File: config.mk
export PLATFORM = sky130hd
export DESIGN_NAME = bout_controller
export DESIGN_NICKNAME = d
export VERILOG_FILES = /design/src/rtl/bout_controller.sv
export SDC_FILE = /design/constraint.sdc
export NUM_CORES = 1
export LEC_CHECK = 0
export ABC_CLOCK_PERIOD_IN_PS = 5800
export CORE_MARGIN = 2
export CORE_UTILIZATION = 55
export DETAILED_ROUTE_END_ITERATION = 8
export GPL_TIMING_DRIVEN = 0
export PLACE_DENSITY = 0.84
export SLEW_MARGIN = 20
export SYNTH_ARGS = -nofsm -noshare
export SYNTH_HDL_FRONTEND = slang
export SYNTH_SLANG_ARGS = --single-unit
File: constraint.sdc
create_clock -name clk_pixel_in -period 5.8 [get_ports clk_pixel_in]
set_input_delay 1.16 -clock clk_pixel_in [delete_from_list [all_inputs] [get_ports clk_pixel_in]]
set_output_delay 1.16 -clock clk_pixel_in [all_outputs]
set_load 0.1 [all_outputs]
File: src/rtl/bout_controller.sv
// Fencing bout sequencer: countdown, fight, pause and game-over phases with scoring.
// Optional macro DOUBLE_TOUCH_EN scores simultaneous touches for both fencers instead of annulling them.
module bout_controller #(
    parameter int WIN_SCORE        = 5,
    parameter int COUNTDOWN_FRAMES = 180,
    parameter int PAUSE_FRAMES     = 90
) (
    input  logic       clk_pixel_in,
    input  logic       rst_in,
    input  logic       start_in,
    input  logic       frame_tick_in,
    input  logic       action_valid_in,
    input  logic       player_scored_in,
    input  logic       opponent_scored_in,
    output logic       sync_valid_out,
    output logic [2:0] phase_out,
    output logic [7:0] frames_left_out,
    output logic [3:0] player_score_out,
    output logic [3:0] opponent_score_out,
    output logic [1:0] touch_out,
    output logic [1:0] winner_out
);

    typedef enum logic [2:0] {
        ST_IDLE      = 3'd0,
        ST_COUNTDOWN = 3'd1,
        ST_FIGHT     = 3'd2,
        ST_PAUSE     = 3'd3,
        ST_OVER      = 3'd4
    } state_t;

    localparam logic [7:0] CD_LOAD    = 8'(COUNTDOWN_FRAMES);
    localparam logic [7:0] PAUSE_LOAD = 8'(PAUSE_FRAMES);
    localparam logic [3:0] WIN_VAL    = 4'(WIN_SCORE);

    state_t     state_r, state_s;
    logic [7:0] frames_r, frames_s;
    logic [3:0] p_score_r, p_score_s;
    logic [3:0] o_score_r, o_score_s;
    logic [1:0] touch_r, touch_s;
    logic [1:0] winner_r, winner_s;
    logic       sync_r, sync_s;
    logic       awaiting_r, awaiting_s;
    logic       hit_p_s, hit_o_s;
    logic       win_p_s, win_o_s;

    function automatic logic [3:0] sat_inc(input logic [3:0] v);
        return (v == 4'd15) ? v : v + 4'd1;
    endfunction

    // Next-state and next-output computation for every registered output.
    always_comb begin
        state_s    = state_r;
        frames_s   = frames_r;
        p_score_s  = p_score_r;
        o_score_s  = o_score_r;
        touch_s    = 2'b00;
        winner_s   = winner_r;
        sync_s     = 1'b0;
        awaiting_s = awaiting_r & ~action_valid_in;
        hit_p_s    = 1'b0;
        hit_o_s    = 1'b0;
        win_p_s    = 1'b0;
        win_o_s    = 1'b0;

        case (state_r)
            ST_IDLE, ST_OVER: begin
                if (start_in) begin
                    state_s   = ST_COUNTDOWN;
                    frames_s  = CD_LOAD;
                    p_score_s = 4'd0;
                    o_score_s = 4'd0;
                    winner_s  = 2'b00;
                end else begin
                    state_s = state_r;
                end
            end
            ST_COUNTDOWN, ST_PAUSE: begin
                if (frame_tick_in) begin
                    if (frames_r <= 8'd1) begin
                        if (state_r == ST_COUNTDOWN) begin
                            state_s  = ST_FIGHT;
                            frames_s = 8'd0;
                        end else begin
                            state_s  = ST_COUNTDOWN;
                            frames_s = CD_LOAD;
                        end
                    end else begin
                        frames_s = frames_r - 8'd1;
                    end
                end else begin
                    frames_s = frames_r;
                end
            end
            ST_FIGHT: begin
                if (action_valid_in && awaiting_r) begin
`ifdef DOUBLE_TOUCH_EN
                    hit_p_s = player_scored_in;
                    hit_o_s = opponent_scored_in;
`else
                    hit_p_s = player_scored_in & ~opponent_scored_in;
                    hit_o_s = opponent_scored_in & ~player_scored_in;
`endif
                end else begin
                    hit_p_s = 1'b0;
                    hit_o_s = 1'b0;
                end

                // A scored touch ends the fight; the simultaneous tick is then discarded.
                if (hit_p_s || hit_o_s) begin
                    p_score_s  = hit_p_s ? sat_inc(p_score_r) : p_score_r;
                    o_score_s  = hit_o_s ? sat_inc(o_score_r) : o_score_r;
                    touch_s    = {hit_o_s, hit_p_s};
                    win_p_s    = (p_score_s == WIN_VAL);
                    win_o_s    = (o_score_s == WIN_VAL);
                    awaiting_s = 1'b0;
                    if (win_p_s || win_o_s) begin
                        state_s  = ST_OVER;
                        winner_s = {win_o_s, win_p_s};
                        frames_s = 8'd0;
                    end else begin
                        state_s  = ST_PAUSE;
                        frames_s = PAUSE_LOAD;
                    end
                end else if (frame_tick_in && !awaiting_s) begin
                    sync_s     = 1'b1;
                    awaiting_s = 1'b1;
                end else begin
                    sync_s = 1'b0;
                end
            end
            default: begin
                state_s    = ST_IDLE;
                frames_s   = 8'd0;
                awaiting_s = 1'b0;
            end
        endcase
    end

    // State and output registers with synchronous reset.
    always_ff @(posedge clk_pixel_in) begin
        if (rst_in) begin
            state_r    <= ST_IDLE;
            frames_r   <= 8'd0;
            p_score_r  <= 4'd0;
            o_score_r  <= 4'd0;
            touch_r    <= 2'b00;
            winner_r   <= 2'b00;
            sync_r     <= 1'b0;
            awaiting_r <= 1'b0;
        end else begin
            state_r    <= state_s;
            frames_r   <= frames_s;
            p_score_r  <= p_score_s;
            o_score_r  <= o_score_s;
            touch_r    <= touch_s;
            winner_r   <= winner_s;
            sync_r     <= sync_s;
            awaiting_r <= awaiting_s;
        end
    end

    assign sync_valid_out     = sync_r;
    assign phase_out          = state_r;
    assign frames_left_out    = frames_r;
    assign player_score_out   = p_score_r;
    assign opponent_score_out = o_score_r;
    assign touch_out          = touch_r;
    assign winner_out         = winner_r;

endmodule

==> impl_metrics.tcl <==
set metrics [dict create \
    status "finished, final reports clean" \
    port-buffer-count 29 \
    irDropWorstVdd_mv 0.452 \
    cp_slowest_stage_delay_ns 0.51 \
    drt_iter0_markers 104 \
    cts_inserted_buffers 3 \
    slew_viol_final 0 \
    area_growth_pct 22.8 \
    maxSlewHeadroom_pct 33.2 \
    cts-resized-gates 0 \
    cp_data_required_time_ns 5.99 \
    clkTransAtPathRegs_ns 0.13 \
    viasPerCell 6.35 \
    die_area_um2 3270 \
    grt_pass1_vias 1513 \
    leakage_nw 0.689 \
    crit_chain "clkdlybuf4s50_1 > nand4b_1 > a31oi_1 > mux2_2 > a211oi_2 > a221oi_2 > a2111oi_0" \
    max_freq_ghz 0.287 \
    drive_above_1_share_pct 10.3 \
    root_buffer "clkbuf_4" \
    ios 31 \
    vias 1619 \
    start_util_pct 57.4 \
    reg2reg_from "awaiting_r$_SDFF_PP0_" \
    worst-slew-pin-transition_ns 1.00 \
    syn_area_um2 1560 \
    cpLargestDelayFamily "compound AO/OA/AOI/OAI gates" \
    tritoncts "yes" \
    cap_violations 0 \
    grt_max_degree 14 \
    yosysSeqAreaShare_pct 32.2 \
    async_flop_share_pct 0 \
    rr_worst_depth 7 \
    holdBufCountCts 0 \
    core_area_um2 2710 \
    fin_crit_ns 3.48 \
    arrival_ns 3.67 \
    grtUsageTotal_pct 26.0 \
    worstHoldStart "winner_out[0]$_SDFFE_PP0P_" \
    antennaDiodeCount 0 \
    rsz0062_at_grt "no" \
    cts.sinks 25 \
    clk_latency_ns 0.31 \
    crit_type "in -> reg" \
    setup_viol 0 \
    synth.distinct_cells 53 \
    die_w_um 57.2 \
    fin_nets 236 \
    multi_input_area_um2 998 \
    num-fill-cells 239 \
    holdPathEnd "winner_out[0]$_SDFFE_PP0P_" \
    hold_class "reg -> reg" \
    power_density_nw_per_um2 500 \
    syn_nets 202 \
    synth_ff_type "dfxtp_1" \
    rows 19 \
    wl_um 3970 \
    critPathMaxFanout 5 \
    dp_hpwl_um 3010 \
    remaining_drc_errors 0 \
    seq_area_um2 500 \
    setup_tns_ns 0 \
    cp_slowest_cell "clkdlybuf4s50_1" \
    ys_seq_elements 25 \
    critPathLaunch "opponent_scored_in" \
    r2r-end "phase_out[1]$_SDFFE_PP0P_" \
    end_kind "flip-flop" \
    avgSynthCellArea_um2 8.15 \
    antenna_found_initial 0 \
    synth_edf_count 0 \
    r2r_slack_ns 3.31 \
    wl_per_cell_um 15.6 \
    start_kind "input port" \
    holdWs_ns 0.492 \
    fin_crit_sh_pct 60.0 \
    post_cts_buffers 0 \
    grt_pass1_wl_um 6940 \
    dr.pass1.iters 5 \
    htree_levels 1 \
    ant_nets 0 \
    hold_depth 2 \
    grt-ovfl-total 0 \
    die_h_um 57.2 \
    cp_num_buf_inv 1 \
    finalClockSkew_ns 0.00207 \
    hold_viol_final 0 \
    synth_cells 191 \
    clockBufferDepth 2 \
    ys_warn_count 0 \
    place_congestion 0.925 \
]
sequential cells by signal, indices dropped and copies added, names as in the netlist:
register            flops
player_score_out        4
touch_out               2
awaiting_r              1
winner_out              2
sync_valid_out          1
opponent_score_out      4
phase_out               3
frames_left_out         8
report_power, final:
part / total (mW) / internal (mW) / switching (mW)
registers: 0.246 / 0.202 / 0.0441
clock network: 0.0777 / 0.0269 / 0.0509
logic: 0.633 / 0.201 / 0.432
total: 0.956 / 0.429 / 0.527
Yosys cell counts, types with 2 or more instances:
| cell | instances | area, um^2 |
|---|---|---|
| o21ai_0 | 13 | 65.1 |
| nand2_1 | 12 | 45.0 |
| or2_2 | 2 | 12.5 |
| nor3_1 | 10 | 50.1 |
| nor2b_1 | 7 | 43.8 |
| o22ai_1 | 3 | 18.8 |
| nand4_1 | 3 | 18.8 |
| xor2_1 | 2 | 17.5 |
| nand3_1 | 5 | 25.0 |
| nor2_1 | 20 | 75.1 |
| nor3b_1 | 4 | 30.0 |
| ha_1 | 4 | 50.1 |
| a211oi_1 | 2 | 15.0 |
| dfxtp_1 | 25 | 500 |
| clkbuf_1 | 3 | 11.3 |
| a31oi_1 | 5 | 31.3 |
| buf_4 | 2 | 15.0 |
| a21oi_1 | 22 | 110 |
| a32oi_1 | 2 | 17.5 |
| a221oi_1 | 2 | 17.5 |
| nor4_1 | 2 | 12.5 |
| a21o_2 | 2 | 17.5 |
| xnor2_1 | 3 | 26.3 |
| inv_1 | 4 | 15.0 |
| nand2b_1 | 2 | 12.5 |
| a221oi_2 | 2 | 30.0 |
| a22oi_1 | 2 | 15.0 |
worst max path at each step:
stage | slack [ns] | depth (start not counted) | end
after global routing | 2.11 | 7 | phase_out[1]$_SDFFE_PP0P_
final | 2.32 | 7 | phase_out[1]$_SDFFE_PP0P_
after global placement | 2.10 | 7 | phase_out[1]$_SDFFE_PP0P_
after CTS | 2.36 | 7 | phase_out[1]$_SDFFE_PP0P_
after floorplan | 2.91 | 7 | phase_out[1]$_SDFFE_PP0P_
after detailed placement | 2.03 | 7 | phase_out[1]$_SDFFE_PP0P_
area by class of cell:
type,count,area share (%)
timing repair buffer,29,15.2
multi-input combinational,155,52.2
clock buffer,4,1.37
sequential,25,26.2
buffer,7,2.23
tap,31,2.03
inverter,4,0.785
through the flow:
step	util [%]	setup WS [ns]	std cells	power, mW	area [um^2]
after floorplan	-	2.91	191	0.743	1560
after global placement	69.6	2.10	251	0.858	1890
after detailed placement	69.6	2.03	251	0.876	1890
after CTS	70.5	2.36	255	0.952	1910
after global routing	70.5	2.11	255	1.02	1910
final	70.5	2.32	255	0.956	1910
metal layers:
metal	up-vias	global-route usage, %	part of all wire, %
met5	-	0	0
met4	0	7.31	1.7
met3	9	4.08	6.2
met2	46	43.7	50
met1	778	34.6	42
li1	786	-	-
cells by family (layout without fill, tap and decap cells):
group                      after synthesis  in the layout  synth area share (%)
buffers and inverters                   11             44                  3.70
muxes                                    2              2                  1.37
adders and majority gates                4              4                  3.22
AOI/OAI and AO/OA                       64             64                  27.3
xor gates and xnor gates                 5              5                  2.81
and+or+nand+nor                         80             80                  29.5
DFF                                     25             25                  32.2
placed cells by master, fill, tap and decap left out, types with 3 or more instances in the layout:
| master | instances |
|---|---|
| nor3_1 | 10 |
| nor3b_1 | 4 |
| nand3_1 | 5 |
| a31oi_1 | 5 |
| clkbuf_4 | 3 |
| inv_1 | 4 |
| a21oi_1 | 22 |
| o21ai_0 | 13 |
| xnor2_1 | 3 |
| nor2_1 | 20 |
| clkbuf_1 | 4 |
| clkdlybuf4s50_1 | 29 |
| nand2_1 | 12 |
| ha_1 | 4 |
| dfxtp_1 | 25 |
| nand4_1 | 3 |
| o22ai_1 | 3 |
| nor2b_1 | 7 |
tightest hold or removal path: stages (launching register included):
cell,delay (ns)
dfxtp_1,0.33
o21ai_0,0.07
a21oi_1,0.06
No activity file was read; power rests on OpenSTA's default activity.
